--- config.mk ---
export PLATFORM = sky130hd
export DESIGN_NAME = multicycle_control_flat
export DESIGN_NICKNAME = d
export VERILOG_FILES = /design/src/rtl/multicycle_control_if.sv /design/src/rtl/multicycle_control.sv /design/src/flat_wrapper.sv
export SDC_FILE = /design/constraint.sdc
export NUM_CORES = 1
export LEC_CHECK = 0
export BUFFER_PORTS_ARGS = -buffer_cell sky130_fd_sc_hd__buf_2
export CAP_MARGIN = 20
export CELL_PAD_IN_SITES_DETAIL_PLACEMENT = 0
export CELL_PAD_IN_SITES_GLOBAL_PLACEMENT = 1
export CORE_AREA = 2 2 47 57
export CTS_CLUSTER_DIAMETER = 150
export CTS_CLUSTER_SIZE = 10
export DETAILED_ROUTE_END_ITERATION = 16
export DIE_AREA = 0 0 49 59
export PLACE_DENSITY = 0.8
export SETUP_SLACK_MARGIN = 0.2
export SYNTH_ARGS = -nofsm -noshare
export SYNTH_HDL_FRONTEND = slang
export SYNTH_SLANG_ARGS = --single-unit
export TNS_END_PERCENT = 30
--- constraint.sdc ---
create_clock -name clk -period 1.3 [get_ports clk]
set_clock_uncertainty 0.05 [all_clocks]
set_input_delay 0.195 -clock clk [delete_from_list [all_inputs] [get_ports clk]]
set_output_delay 0.195 -clock clk [all_outputs]
set_load 0.02 [all_outputs]
--- src/rtl/multicycle_control_if.sv ---
// Control bundle between the multi-cycle MIPS control unit and its datapath.
// The master side is the control unit: it reads the instruction fields and the
// ALU zero flag, and drives every mux select and write enable.
interface multicycle_control_if;
  logic [5:0] op;
  logic [5:0] funct;
  logic       zero;
  logic [2:0] ALUcontrol;
  logic       ALUSrcA;
  logic [1:0] ALUSrcB;
  logic [1:0] PCSrc;
  logic       IorD;
  logic       RegDst;
  logic       MemtoReg;
  logic       IRWrite;
  logic       MemWrite;
  logic       RegWrite;
  logic       PCWrite;
  logic       Branch;
  logic       PCEn;
  logic [3:0] state;

  modport master (
    input  op, funct, zero,
    output ALUcontrol, ALUSrcA, ALUSrcB, PCSrc, IorD, RegDst, MemtoReg,
           IRWrite, MemWrite, RegWrite, PCWrite, Branch, PCEn, state
  );

  modport slave (
    output op, funct, zero,
    input  ALUcontrol, ALUSrcA, ALUSrcB, PCSrc, IorD, RegDst, MemtoReg,
           IRWrite, MemWrite, RegWrite, PCWrite, Branch, PCEn, state
  );
endinterface

--- src/rtl/multicycle_control.sv ---
// Moore control FSM for the multi-cycle MIPS datapath. Sequences each
// instruction through fetch/decode/execute/memory/writeback, decodes the ALU
// operation and combines Branch with the ALU zero flag into PCEn.
module multicycle_control (
  input  logic                  clk,
  input  logic                  rst_n,
  multicycle_control_if.master  bus
);

  typedef enum logic [3:0] {
    FETCH    = 4'd0,
    DECODE   = 4'd1,
    MEMADR   = 4'd2,
    MEMRD    = 4'd3,
    MEMWB    = 4'd4,
    MEMWR    = 4'd5,
    EXECUTE  = 4'd6,
    ALUWB    = 4'd7,
    BRANCH   = 4'd8,
    ADDIEXEC = 4'd9,
    ADDIWB   = 4'd10,
    JUMP     = 4'd11
  } state_t;

  localparam logic [5:0] OP_LW    = 6'b100011;
  localparam logic [5:0] OP_SW    = 6'b101011;
  localparam logic [5:0] OP_RTYPE = 6'b000000;
  localparam logic [5:0] OP_BEQ   = 6'b000100;
  localparam logic [5:0] OP_ADDI  = 6'b001000;
  localparam logic [5:0] OP_J     = 6'b000010;

  localparam logic [2:0] ALU_AND = 3'd0;
  localparam logic [2:0] ALU_OR  = 3'd1;
  localparam logic [2:0] ALU_ADD = 3'd2;
  localparam logic [2:0] ALU_SUB = 3'd6;
  localparam logic [2:0] ALU_SLT = 3'd7;

  state_t     state_q;
  state_t     state_d;
  logic [2:0] alu_control;
  logic       alu_src_a;
  logic [1:0] alu_src_b;
  logic [1:0] pc_src;
  logic       iord;
  logic       reg_dst;
  logic       mem_to_reg;
  logic       ir_write;
  logic       mem_write;
  logic       reg_write;
  logic       pc_write;
  logic       branch;

  // State register; reset drops straight back to FETCH, aborting any instruction.
  always_ff @(posedge clk or negedge rst_n) begin
    if (!rst_n) state_q <= FETCH;
    else        state_q <= state_d;
  end

  // Next-state logic; op is only looked at in DECODE and MEMADR.
  always_comb begin
    state_d = FETCH;
    case (state_q)
      FETCH:    state_d = DECODE;
      DECODE: begin
        case (bus.op)
          OP_LW, OP_SW: state_d = MEMADR;
          OP_RTYPE:     state_d = EXECUTE;
          OP_BEQ:       state_d = BRANCH;
          OP_ADDI:      state_d = ADDIEXEC;
          OP_J:         state_d = JUMP;
          default:      state_d = FETCH;
        endcase
      end
      MEMADR:   state_d = (bus.op == OP_LW) ? MEMRD : MEMWR;
      MEMRD:    state_d = MEMWB;
      EXECUTE:  state_d = ALUWB;
      ADDIEXEC: state_d = ADDIWB;
      default:  state_d = FETCH;
    endcase
  end

  // Moore outputs per state; only EXECUTE also looks at funct.
  always_comb begin
    alu_control = ALU_ADD;
    alu_src_a   = 1'b0;
    alu_src_b   = 2'b00;
    pc_src      = 2'b00;
    iord        = 1'b0;
    reg_dst     = 1'b0;
    mem_to_reg  = 1'b0;
    ir_write    = 1'b0;
    mem_write   = 1'b0;
    reg_write   = 1'b0;
    pc_write    = 1'b0;
    branch      = 1'b0;
    case (state_q)
      FETCH: begin
        ir_write  = 1'b1;
        alu_src_b = 2'b01;
        pc_write  = 1'b1;
      end
      DECODE:   alu_src_b = 2'b11;
      MEMADR, ADDIEXEC: begin
        alu_src_a = 1'b1;
        alu_src_b = 2'b10;
      end
      MEMRD:    iord = 1'b1;
      MEMWB: begin
        mem_to_reg = 1'b1;
        reg_write  = 1'b1;
      end
      MEMWR: begin
        iord      = 1'b1;
        mem_write = 1'b1;
      end
      EXECUTE: begin
        alu_src_a = 1'b1;
        case (bus.funct)
          6'b100010: alu_control = ALU_SUB;
          6'b100100: alu_control = ALU_AND;
          6'b100101: alu_control = ALU_OR;
          6'b101010: alu_control = ALU_SLT;
          default:   alu_control = ALU_ADD;
        endcase
      end
      ALUWB: begin
        reg_dst   = 1'b1;
        reg_write = 1'b1;
      end
      ADDIWB:   reg_write = 1'b1;
      BRANCH: begin
        alu_src_a   = 1'b1;
        alu_control = ALU_SUB;
        pc_src      = 2'b01;
        branch      = 1'b1;
      end
      JUMP: begin
        pc_src   = 2'b10;
        pc_write = 1'b1;
      end
      default: ;
    endcase
  end

  // Enables are gated by rst_n so nothing writes while reset is held, even
  // though the register already sits in FETCH.
  assign bus.IRWrite    = ir_write  & rst_n;
  assign bus.MemWrite   = mem_write & rst_n;
  assign bus.RegWrite   = reg_write & rst_n;
  assign bus.PCWrite    = pc_write  & rst_n;
  assign bus.Branch     = branch    & rst_n;
  assign bus.PCEn       = (pc_write | (branch & bus.zero)) & rst_n;
  assign bus.ALUcontrol = alu_control;
  assign bus.ALUSrcA    = alu_src_a;
  assign bus.ALUSrcB    = alu_src_b;
  assign bus.PCSrc      = pc_src;
  assign bus.IorD       = iord;
  assign bus.RegDst     = reg_dst;
  assign bus.MemtoReg   = mem_to_reg;
  assign bus.state      = state_q;

endmodule

--- src/flat_wrapper.sv ---
// flat-port wrapper written by rule: the top's interface ports become plain ports
module multicycle_control_flat 
  (clk, rst_n, bus_op, bus_funct, bus_zero, bus_ALUcontrol, bus_ALUSrcA, bus_ALUSrcB, bus_PCSrc, bus_IorD, bus_RegDst, bus_MemtoReg, bus_IRWrite, bus_MemWrite, bus_RegWrite, bus_PCWrite, bus_Branch, bus_PCEn, bus_state);
  multicycle_control_if bus_i ();
  input  logic clk;
  input  logic rst_n;
  input wire logic [$bits(bus_i.op)-1:0] bus_op;
  input wire logic [$bits(bus_i.funct)-1:0] bus_funct;
  input wire logic [$bits(bus_i.zero)-1:0] bus_zero;
  output wire logic [$bits(bus_i.ALUcontrol)-1:0] bus_ALUcontrol;
  output wire logic [$bits(bus_i.ALUSrcA)-1:0] bus_ALUSrcA;
  output wire logic [$bits(bus_i.ALUSrcB)-1:0] bus_ALUSrcB;
  output wire logic [$bits(bus_i.PCSrc)-1:0] bus_PCSrc;
  output wire logic [$bits(bus_i.IorD)-1:0] bus_IorD;
  output wire logic [$bits(bus_i.RegDst)-1:0] bus_RegDst;
  output wire logic [$bits(bus_i.MemtoReg)-1:0] bus_MemtoReg;
  output wire logic [$bits(bus_i.IRWrite)-1:0] bus_IRWrite;
  output wire logic [$bits(bus_i.MemWrite)-1:0] bus_MemWrite;
  output wire logic [$bits(bus_i.RegWrite)-1:0] bus_RegWrite;
  output wire logic [$bits(bus_i.PCWrite)-1:0] bus_PCWrite;
  output wire logic [$bits(bus_i.Branch)-1:0] bus_Branch;
  output wire logic [$bits(bus_i.PCEn)-1:0] bus_PCEn;
  output wire logic [$bits(bus_i.state)-1:0] bus_state;
  assign bus_i.op = bus_op;
  assign bus_i.funct = bus_funct;
  assign bus_i.zero = bus_zero;
  assign bus_ALUcontrol = bus_i.ALUcontrol;
  assign bus_ALUSrcA = bus_i.ALUSrcA;
  assign bus_ALUSrcB = bus_i.ALUSrcB;
  assign bus_PCSrc = bus_i.PCSrc;
  assign bus_IorD = bus_i.IorD;
  assign bus_RegDst = bus_i.RegDst;
  assign bus_MemtoReg = bus_i.MemtoReg;
  assign bus_IRWrite = bus_i.IRWrite;
  assign bus_MemWrite = bus_i.MemWrite;
  assign bus_RegWrite = bus_i.RegWrite;
  assign bus_PCWrite = bus_i.PCWrite;
  assign bus_Branch = bus_i.Branch;
  assign bus_PCEn = bus_i.PCEn;
  assign bus_state = bus_i.state;
  multicycle_control u_core (.clk(clk), .rst_n(rst_n), .bus(bus_i));
endmodule
==> results of run 1 <==
-- cell usage in the layout (no fill, tap or decap), types with 2 or more instances in the layout --
cell	n
sky130_fd_sc_hd__nor3_1	2
sky130_fd_sc_hd__nand2_1	3
sky130_fd_sc_hd__and3_1	2
sky130_fd_sc_hd__nand4_1	2
sky130_fd_sc_hd__clkbuf_4	3
sky130_fd_sc_hd__buf_6	12
sky130_fd_sc_hd__o21ai_2	2
sky130_fd_sc_hd__dfrtp_2	4
sky130_fd_sc_hd__nor3b_1	2
sky130_fd_sc_hd__nor4b_4	2
sky130_fd_sc_hd__a21oi_1	2
sky130_fd_sc_hd__nor2b_4	2
sky130_fd_sc_hd__nand3_2	2
sky130_fd_sc_hd__nor2b_1	2
sky130_fd_sc_hd__a21oi_2	2
sky130_fd_sc_hd__nor2_1	3
sky130_fd_sc_hd__buf_4	26
sky130_fd_sc_hd__nor2_4	2
sky130_fd_sc_hd__inv_1	3
sky130_fd_sc_hd__buf_8	2
sky130_fd_sc_hd__nand2b_4	3
sky130_fd_sc_hd__buf_2	20
-- through the flow --
| step | hold slack, ns | total power (uW) | std cells | setup TNS [ns] |
|---|---|---|---|---|
| after detailed placement | 0.0616 | 1040 | 149 | -2.05 |
| final | 0.222 | 1630 | 161 | -6.29 |
| after floorplan | -0.151 | 728 | 69 | -2.34 |
| after global placement | 0.0576 | 1030 | 149 | -1.88 |
| after global routing | 0.236 | 1730 | 161 | -7.52 |
| after CTS | 0.215 | 1480 | 159 | -5.37 |
-- path summary, 6_finish.rpt --
path                                       end  slack, ns                 from
setup / recovery             bus_ALUcontrol[2]      -0.47  u_core.bus.state[2]
hold / removal             u_core.bus.state[3]       0.22            bus_op[4]
setup reg to reg           u_core.bus.state[2]      -0.26  u_core.bus.state[2]
hold reg to reg            u_core.bus.state[0]       0.69  u_core.bus.state[3]
max in group asynchronous  u_core.bus.state[3]       0.61                rst_n
min in group asynchronous  u_core.bus.state[1]       0.41                rst_n
-- layer usage --
metal	wire length, um	vias to the layer above
li1	-	386
met1	788	368
met2	1150	38
met5	0	-
met4	68	0
met3	130	6
-- final cells by class --
cell class	count	area [sq um]	share of cell area (%)
Timing Repair Buffer	62	490	39.8
Sequential cell	4	105	8.53
Multi-Input combinational cell	57	561	45.5
Tap cell	31	38.8	3.15
Inverter	4	15.0	1.22
Clock buffer	3	22.5	1.83
-- worst register-to-register path, delay by kind of cell, from the launching register on --
kind	cells	cell delay, ns
compound gates	1	0.27
xor+xnor	1	0.11
buf+inv	4	0.53
simple gates	1	0.06
flops	1	0.43
-- kinds of logic after synthesis --
family,count (synthesis)
xor gates and xnor gates,3
and+or+nand+nor,39
DFF,4
AOI/OAI and AO/OA,15
buffers and inverters,8
-- cells in the mapped netlist --
| library cell | instances |
|---|---|
| sky130_fd_sc_hd__a21boi_1 | 1 |
| sky130_fd_sc_hd__a21oi_1 | 4 |
| sky130_fd_sc_hd__a221oi_1 | 1 |
| sky130_fd_sc_hd__a311o_1 | 1 |
| sky130_fd_sc_hd__a31oi_1 | 1 |
| sky130_fd_sc_hd__a41o_1 | 1 |
| sky130_fd_sc_hd__a41oi_1 | 1 |
| sky130_fd_sc_hd__and2_1 | 1 |
| sky130_fd_sc_hd__and3_1 | 2 |
| sky130_fd_sc_hd__and3b_1 | 1 |
| sky130_fd_sc_hd__and4b_1 | 1 |
| sky130_fd_sc_hd__clkbuf_1 | 4 |
| sky130_fd_sc_hd__dfrtp_1 | 4 |
| sky130_fd_sc_hd__inv_1 | 4 |
| sky130_fd_sc_hd__nand2_1 | 3 |
| sky130_fd_sc_hd__nand2b_1 | 3 |
| sky130_fd_sc_hd__nand3_1 | 2 |
| sky130_fd_sc_hd__nand4_1 | 2 |
| sky130_fd_sc_hd__nor2_1 | 5 |
| sky130_fd_sc_hd__nor2b_1 | 4 |
| sky130_fd_sc_hd__nor3_1 | 3 |
| sky130_fd_sc_hd__nor3b_1 | 4 |
| sky130_fd_sc_hd__nor4_1 | 1 |
| sky130_fd_sc_hd__nor4b_1 | 1 |
| sky130_fd_sc_hd__nor4b_2 | 1 |
| sky130_fd_sc_hd__nor4bb_1 | 1 |
| sky130_fd_sc_hd__o211ai_1 | 1 |
| sky130_fd_sc_hd__o21ai_0 | 3 |
| sky130_fd_sc_hd__o221ai_1 | 1 |
| sky130_fd_sc_hd__or3_1 | 1 |
| sky130_fd_sc_hd__or3b_1 | 1 |
| sky130_fd_sc_hd__or4_4 | 1 |
| sky130_fd_sc_hd__or4b_1 | 1 |
| sky130_fd_sc_hd__xnor2_1 | 2 |
| sky130_fd_sc_hd__xor2_1 | 1 |
-- power breakdown --
group	internal [uW]	leakage (uW)	switching [uW]	total [uW]
combinational	655	0.000499	624	1280
sequential	160	0.0000473	36.3	197
clock	103	0.0000138	51.4	155
total	918	0.000560	712	1630
-- repair_timing --
action                                  4_1_cts  5_1_grt
resized for setup                            46       13
endpoints found under the hold margin         4        0
buffers inserted                              6        2
pin swaps                                    11        5
endpoints found under the setup margin       24       24
hold buffers                                  1        0
==> summary.md, run 1 <==
The tools report the number of hold-slack violations in the final timing report as 0. Of the cells placed in the final design, the portion with a size suffix greater than 1 is 73.8%. The tools report the clock tree root buffer cell as sky130_fd_sc_hd__clkbuf_4. The placed instances occupy a cell area of 906 sq um.

The peak-usage layer in the global routing report was met2. The setup slack after layout is -0.471 ns. The worst pin sits at a relative slew slack of 80.3%. The logic depth of the worst path, buffers included came out at 5. The run gives 147 as the final net count. The run finished, with violations left. In the finished design, the share of the clock period the worst path needs comes to 136%. Counting cells, the worst reg-to-reg path comes to 7. The final reports fail on negative setup slack.

Dividing the synthesized area by the synthesized cell count gives 7.45 sq um. Summing the areas of all and, or, nand and nor instances in the mapped netlist gives 49.6% of the synthesized area. Yosys mapped the design onto 35 distinct sky130hd cell types. The count of H-tree levels built during CTS is 1.

In this run the static leakage power is 0.000560 uW. The largest single stage delay on the critical path is 0.43 ns. TritonCTS created 3 clock buffers.

The maximum fanout along the worst path was 8. Summing every instance area after synthesis gives 514 sq um. For this run, global-route usage on met1 was measured as 14.7%. Of the post-synthesis cell area, the part taken by muxes is 0%. TritonCTS built the clock tree.

After synthesis the netlist holds a flip-flop and latch count of 4. When the netlist entered floorplanning its net count stood at 84. Critical-path cell with the highest stage delay: sky130_fd_sc_hd__dfrtp_2. The cell area after layout is 0.00123 sq mm. Walking the worst path, the cells encountered are buf_12, nor4b_4, buf_4, a41o_1, buf_6.

The worst voltage drop across the vdd grid was 1.03 mV. The critical path in this run is classified as reg2out. The number of clock sinks was 4; the count of final max-slew check failures was 0. Setup repair after global routing could not meet its margin everywhere. The nature of the critical path endpoint is an output port.

By area, the combinational part of the netlist is dominated by simple AND/OR/NAND/NOR gates. The floorplan step set the die height to 59 um. The via count of the first global-routing pass was 768.

At the later pin of the worst-skew pair, clock insertion delay measures 0.24 ns. The logs give 0 for the initial antenna violation count and 22.3% for the initial cell density of the core. In the global route stage, met3 resource usage came out at 2.02%.

The register with the most flip-flops in the layout has 4 of them. For this run, the number of Yosys warnings is 0. For the die footprint, the log shows 0.00289 sq mm. At the worst endpoint, the arrival time is 1.53 ns.

Summing the areas of all xor and xnor instances in the mapped netlist gives 5.11% of the synthesized area. The final layout contains routed wiring with a total length of 2.13 mm. After synthesis, the cell types taking the most area are sky130_fd_sc_hd__dfrtp_1 19%, sky130_fd_sc_hd__nor3b_1 5.8%, sky130_fd_sc_hd__nor2b_1 4.9%. The clock transition at the registers of the reported paths was 0.03 ns; the per-cell routed wire length was 13.2 um.

After legalization and detailed placement, the total HPWL measured 1.36 mm. The share of synthesized cell area in full adder, half adder and majority cells was 0%. The area added between synthesis and finish was 140%. The I/O pin count came out at 36. The worst hold path belongs to the class in2reg. For this design the ratio of total power to cell area is 1320 mW/mm^2. The cell family contributing the most delay on the critical path is buffers and inverters.

sky130_fd_sc_hd__dfrtp_1 takes more of the synthesized area than any other cell. Setup violations remaining at the end of the flow were counted as 21. For the pin with the worst max-slew slack, the measured transition is 0.295 ns. The layout has 223 filler cells.

The share of Yosys cell area claimed by the top area cell type works out to 19.5%. Using the TritonRoute via totals, the vias-per-cell ratio works out to 4.96. The remaining design rule violation count is 0, and the share of the core filled with cells in the final layout is 53.4%. The worst hold path was traced through 3 stages. The clock tree buffer depth is 2, and the total congestion overflow after global routing is 0.

In the synthesized netlist, the number of instances is 69. The combined buffer and inverter count along the critical path was 3. The global-route usage over all layers was 15.3%; the clock period minus worst slack was 1.77 ns. For this run, the detailed router's first-pass iteration total came to 4. The congestion estimate from routability-driven global placement came to 0.794.

Timing would allow up to 0.565 GHz. In this run the standard cell core region covers 0.00231 sq mm. After synthesis, flip-flops and latches occupy 19.5% of the total area.

The run gives 3.38 mm as the first-pass GRT wire length. The tool flagged a number of max-cap violations equal to 0. The tools report the type of origin of the critical path as a flip-flop. The tools report the number of standard-cell rows in the floorplan as 19. The final antenna diode count is 0, and the first-iteration detailed-routing DRC count is 6.

Buffers placed on the I/O ports in this run total 35. The met2 layer usage reported by global route is 29.9%. For the minimum setup slack after placement, the log shows -0.247 ns. Measured along the x axis, the die boundary spans 49 um.

The routed layout has 798 vias. The required time of the worst setup path came out at 1.05 ns. Entering global routing, the biggest net connects 13 pins.

The count of nets left with antenna violations once routing finished came out at 0. The compound-gate portion of the synthesized area is 20.0%.
Note: power is estimated with default switching activity, not from simulation.
==> inputs of run 2 (changes only) <==
- ABC_AREA: unset -> 1
- CORE_AREA: 2 2 47 57 -> 2 2 48 58
- CTS_BUF_LIST: unset -> sky130_fd_sc_hd__clkbuf_8
- DIE_AREA: 0 0 49 59 -> 0 0 50 60
- PLACE_DENSITY: 0.8 -> 0.85
==> run 2 against run 1 <==
Net effect:
- sequential power increased by 26%
- clock power increased by 71%
- synthesized cell count increased by 51%
- fmax increased by 14%
- area after synthesis increased by 4.1%
- final cell count increased by 19%
- register-to-register slack improved by 0.30 ns
- combinational power decreased by 22%
- core utilization decreased by 9.2 points
- the run still ends with negative setup slack left
- non-clock buffer count decreased by 10
==> summary.md, run 2 <==
Ranked by instance count, the synthesized netlist is headed by 35 x sky130_fd_sc_hd__nand2_1, 19 x sky130_fd_sc_hd__inv_1, 17 x sky130_fd_sc_hd__nor2_1. The final reports fail on negative setup slack. By area the synthesized netlist is led by sky130_fd_sc_hd__nand2_1 25%, sky130_fd_sc_hd__dfrtp_1 19%, sky130_fd_sc_hd__inv_1 13%.

The number of synthesized flops with an enable pin is 0 (unchanged), and the sequential cell area is 105 sq um (unchanged). The clock transition at the registers of the reported paths was 0.03 ns (about the same); the setup slack after layout was -0.252 ns (+0.220 ns). The biggest cell delay along the critical path came out at 0.48 ns (+0.05 ns). The tools report the cell area after technology mapping as 536 sq um (+4.1%). The floorplan die height was 60 um (+1.7%); the sequential cell area fraction in the yosys report was 18.7% (-0.77 points).

The area added between synthesis and finish came out at 105%. The ratio of cells with drive above 1 in the final layout is 55.3% (-19 points). The run gives 0.22 ns (-0.02 ns) as the clock network latency to the later pin of the worst-skew pair. TritonCTS built the clock tree. The logs give 0.644 GHz (+14%) for the fmax and 0.00248 sq mm (+7.4%) for the placeable core region. The logs give 0.245 ns (+0.0237 ns) for the final worst hold slack and 84.5% (+4.2 points) for the relative max-transition margin. The run gives 104 (+51%) as the count of mapped cells out of synthesis. The worst setup path is captured at an output port. The logs give 0.00110 sq mm (-11%) for the cell area after layout and 1 (unchanged) for the count of H-tree levels built during CTS. The flip-flop count of the largest register, all copies and words added came out at 4 (unchanged). Chip width: 50 um (+2.0%). The share of Yosys cell area claimed by the top area cell type was 24.5% (+5.1 points). The combined area of the multi-input logic cells is 430 sq um (-23%). Clock tree root buffer cell: sky130_fd_sc_hd__clkbuf_8. Number of setup violations in the final report: 18 (-14%).

The number of buffers created by CTS is 3 (unchanged), and the antenna violation net count after detailed routing is 0 (unchanged). The first-iteration detailed-routing DRC count was 15 (+9); the cell area after placement was 891 sq um (-1.7%). The post-synthesis register bit count works out to 4 (unchanged). The kind of cell with the highest combined delay along the critical path is flip-flops.

The final worst-path cycle share is 119% (-17 points). The number of violations of the max-capacitance limit came out at 0 (unchanged). The fraction of registers with async set or reset after synthesis works out to 100% (unchanged).

By startpoint and endpoint, the worst setup path is classified as reg2out. The maximum fanout along the worst path is 5 (-3), and the worst voltage drop across the vdd grid is 0.565 mV (-45%). The tools report the number of standard-cell rows in the floorplan as 20 (+1).

The critical path data arrival time came out at 1.31 ns (-0.22 ns). In the post-synthesis netlist, the cell with the most instances is sky130_fd_sc_hd__nand2_1. The wire length reported by the detailed router came out at 1.94 mm (-9.3%). The clock period minus worst slack is 1.55 ns (-0.220 ns), and the leakage power figure is 0.000622 uW (+11%).

The top flip-flop cell by instance count after synthesis was sky130_fd_sc_hd__dfrtp_1. Post-synth net total: 119 (+42%). The logs give 176 (+20%) for the final net count and 21.6% (-0.68 points) for the initial cell density of the core. Via count of the first global-routing pass: 769 (+0.13%).

The overall power of the completed layout is 1510 uW (-7.6%). The mean number of vias per cell works out to 4.32 (-13%). For the placed wire-length estimate after detailed placement, the log shows 1.47 mm (+7.6%). STA classifies the critical path startpoint as a flip-flop. For the I/O pin count, the log shows 36 (unchanged). The tools report the setup TNS as -3.06 ns (+3.23 ns). The global-route usage over all layers was 13.0% (-2.2 points); the total congestion overflow after global routing was 0 (unchanged). Setup repair after global routing could not meet its margin everywhere. For the total instance count after detailed placement, the log shows 186 (+25%).

The biggest area contributor in the post-synthesis netlist is sky130_fd_sc_hd__nand2_1. The worst-margin pin slew was 0.231 ns (-0.0642 ns); the combined buffer and inverter count along the critical path was 2 (-1). The tools report the number of filler instances in the final layout as 257 (+15%).

The post-route non-filler standard cell count is 192 (+19%), and the final antenna diode count is 0 (unchanged). Pin count of the biggest net entering global routing: 6 (-7). Leaving out fill and tap cells, the most frequent cell in the layout is sky130_fd_sc_hd__nand2_1. The run gives 4 (unchanged) as the number of clock sinks.

The power density relative to cell area came out at 1370 mW/mm^2 (+3.9%). The tools report the number of hold-slack violations in the final timing report as 0 (unchanged). Among all stages on the critical path, the largest delay is contributed by sky130_fd_sc_hd__dfrtp_2.

Count of buffers inserted at the top-level ports: 35 (unchanged). Die footprint: 0.00300 sq mm (+3.8%). Unique cell type count in the Yosys netlist: 14 (-60%). The critical path goes through nor2_4, nand2_2, inv_2, nand3_1, nand2_2, buf_6. For the number of optimization iterations in the first detailed-route pass, the log shows 4 (unchanged). Among the stages of the critical path, the cell type that occurs most often is sky130_fd_sc_hd__nand2_2.

The first-pass GRT wire length was 2.97 mm (-12%); the remaining design rule violation count was 0 (unchanged). For the clock tree buffer depth, the log shows 2 (unchanged). The logs give 829 (+3.9%) for the total via count after detailed routing and 0 (unchanged) for the initial antenna violation count. The worst hold path belongs to the class in2reg.

Warning count from the yosys run: 0 (unchanged). The required time of the worst setup path was 1.05 ns (about the same). The top cell types in the final layout, fill and taps aside, are 29 x sky130_fd_sc_hd__nand2_1, 21 x sky130_fd_sc_hd__buf_4, 18 x sky130_fd_sc_hd__buf_2.

The synthesized area per cell is 5.15 sq um (-31%), and the count of final max-slew check failures is 0 (unchanged). The flow ran to the end, but the final reports show violations. The per-cell routed wire length is 10.1 um (-24%). The weighted congestion at the end of routability-driven global placement is 0.833 (+4.9%).
==> run 2: area by class of cell <==
cell class | instances | area share [%]
well taps | 33 | 3.77
repair buffers | 52 | 35.8
inverters | 22 | 7.76
clock buffers | 3 | 3.77
flip-flops and latches | 4 | 9.59
multi-input cells | 78 | 39.3
==> run 2: worst paths after layout <==
kind	from	to	slack (ns)	cells after the start
setup reg to reg	u_core.bus.state[1]	u_core.bus.state[1]	0.04	8
min in group asynchronous	rst_n	u_core.bus.state[2]	0.41	3
hold reg to reg	u_core.bus.state[3]	u_core.bus.state[0]	0.73	4
setup / recovery	u_core.bus.state[0]	bus_ALUcontrol[0]	-0.25	6
max in group asynchronous	rst_n	u_core.bus.state[0]	0.60	3
hold / removal	bus_op[3]	u_core.bus.state[3]	0.25	4
==> run 2: per-stage QoR <==
| stage | setup slack [ns] | utilization, % |
|---|---|---|
| finish | -0.252 | 44.2 |
| global route | -0.312 | 44.2 |
| CTS | -0.252 | 41.1 |
| detailed placement | -0.0494 | 36.0 |
| global placement | -0.0324 | 36.0 |
| floorplan | -0.0280 | - |
==> run 2: logic make-up after synthesis <==
| group | synth area share, % |
|---|---|
| AND/OR/NAND/NOR | 60.3 |
| buffers and inverters | 15.4 |
| AO/OA/AOI/OAI | 5.61 |
| flip-flops | 18.7 |
==> run 2: what timing repair did <==
| item | in CTS | in global routing |
|---|---|---|
| endpoints found under the setup margin | 24 | 24 |
| hold buffers | 1 | 0 |
| resized for setup | 24 | 25 |
| setup buffers | 2 | 0 |
| pin swaps | 4 | 13 |
| hold endpoints to repair | 4 | 0 |
| gates cloned | 0 | 0 |
==> run 2: power breakdown <==
group / internal, uW / switching [uW] / total [uW]
Combinational: 461 / 533 / 994
Sequential: 160 / 87.5 / 248
Clock: 198 / 67.4 / 265
Total: 819 / 688 / 1510
==> run 2: worst register-to-register path, stage by stage, from the launching register on <==
cell	delay, ns
sky130_fd_sc_hd__dfrtp_2	0.46
sky130_fd_sc_hd__inv_4	0.10
sky130_fd_sc_hd__nor2_4	0.05
sky130_fd_sc_hd__nand2_2	0.07
sky130_fd_sc_hd__buf_4	0.10
sky130_fd_sc_hd__buf_4	0.10
sky130_fd_sc_hd__nand2_1	0.05
sky130_fd_sc_hd__nor2_1	0.09
sky130_fd_sc_hd__nand2_1	0.06
==> run 2: metal layers <==
| layer | vias to the layer above | wire length (um) | GRT usage [%] |
|---|---|---|---|
| met5 | - | 0 | 0 |
| met4 | 0 | 30 | 7.14 |
| met3 | 4 | 135 | 3.00 |
| met2 | 39 | 1110 | 25.6 |
| met1 | 362 | 656 | 12.3 |
| li1 | 424 | - | - |
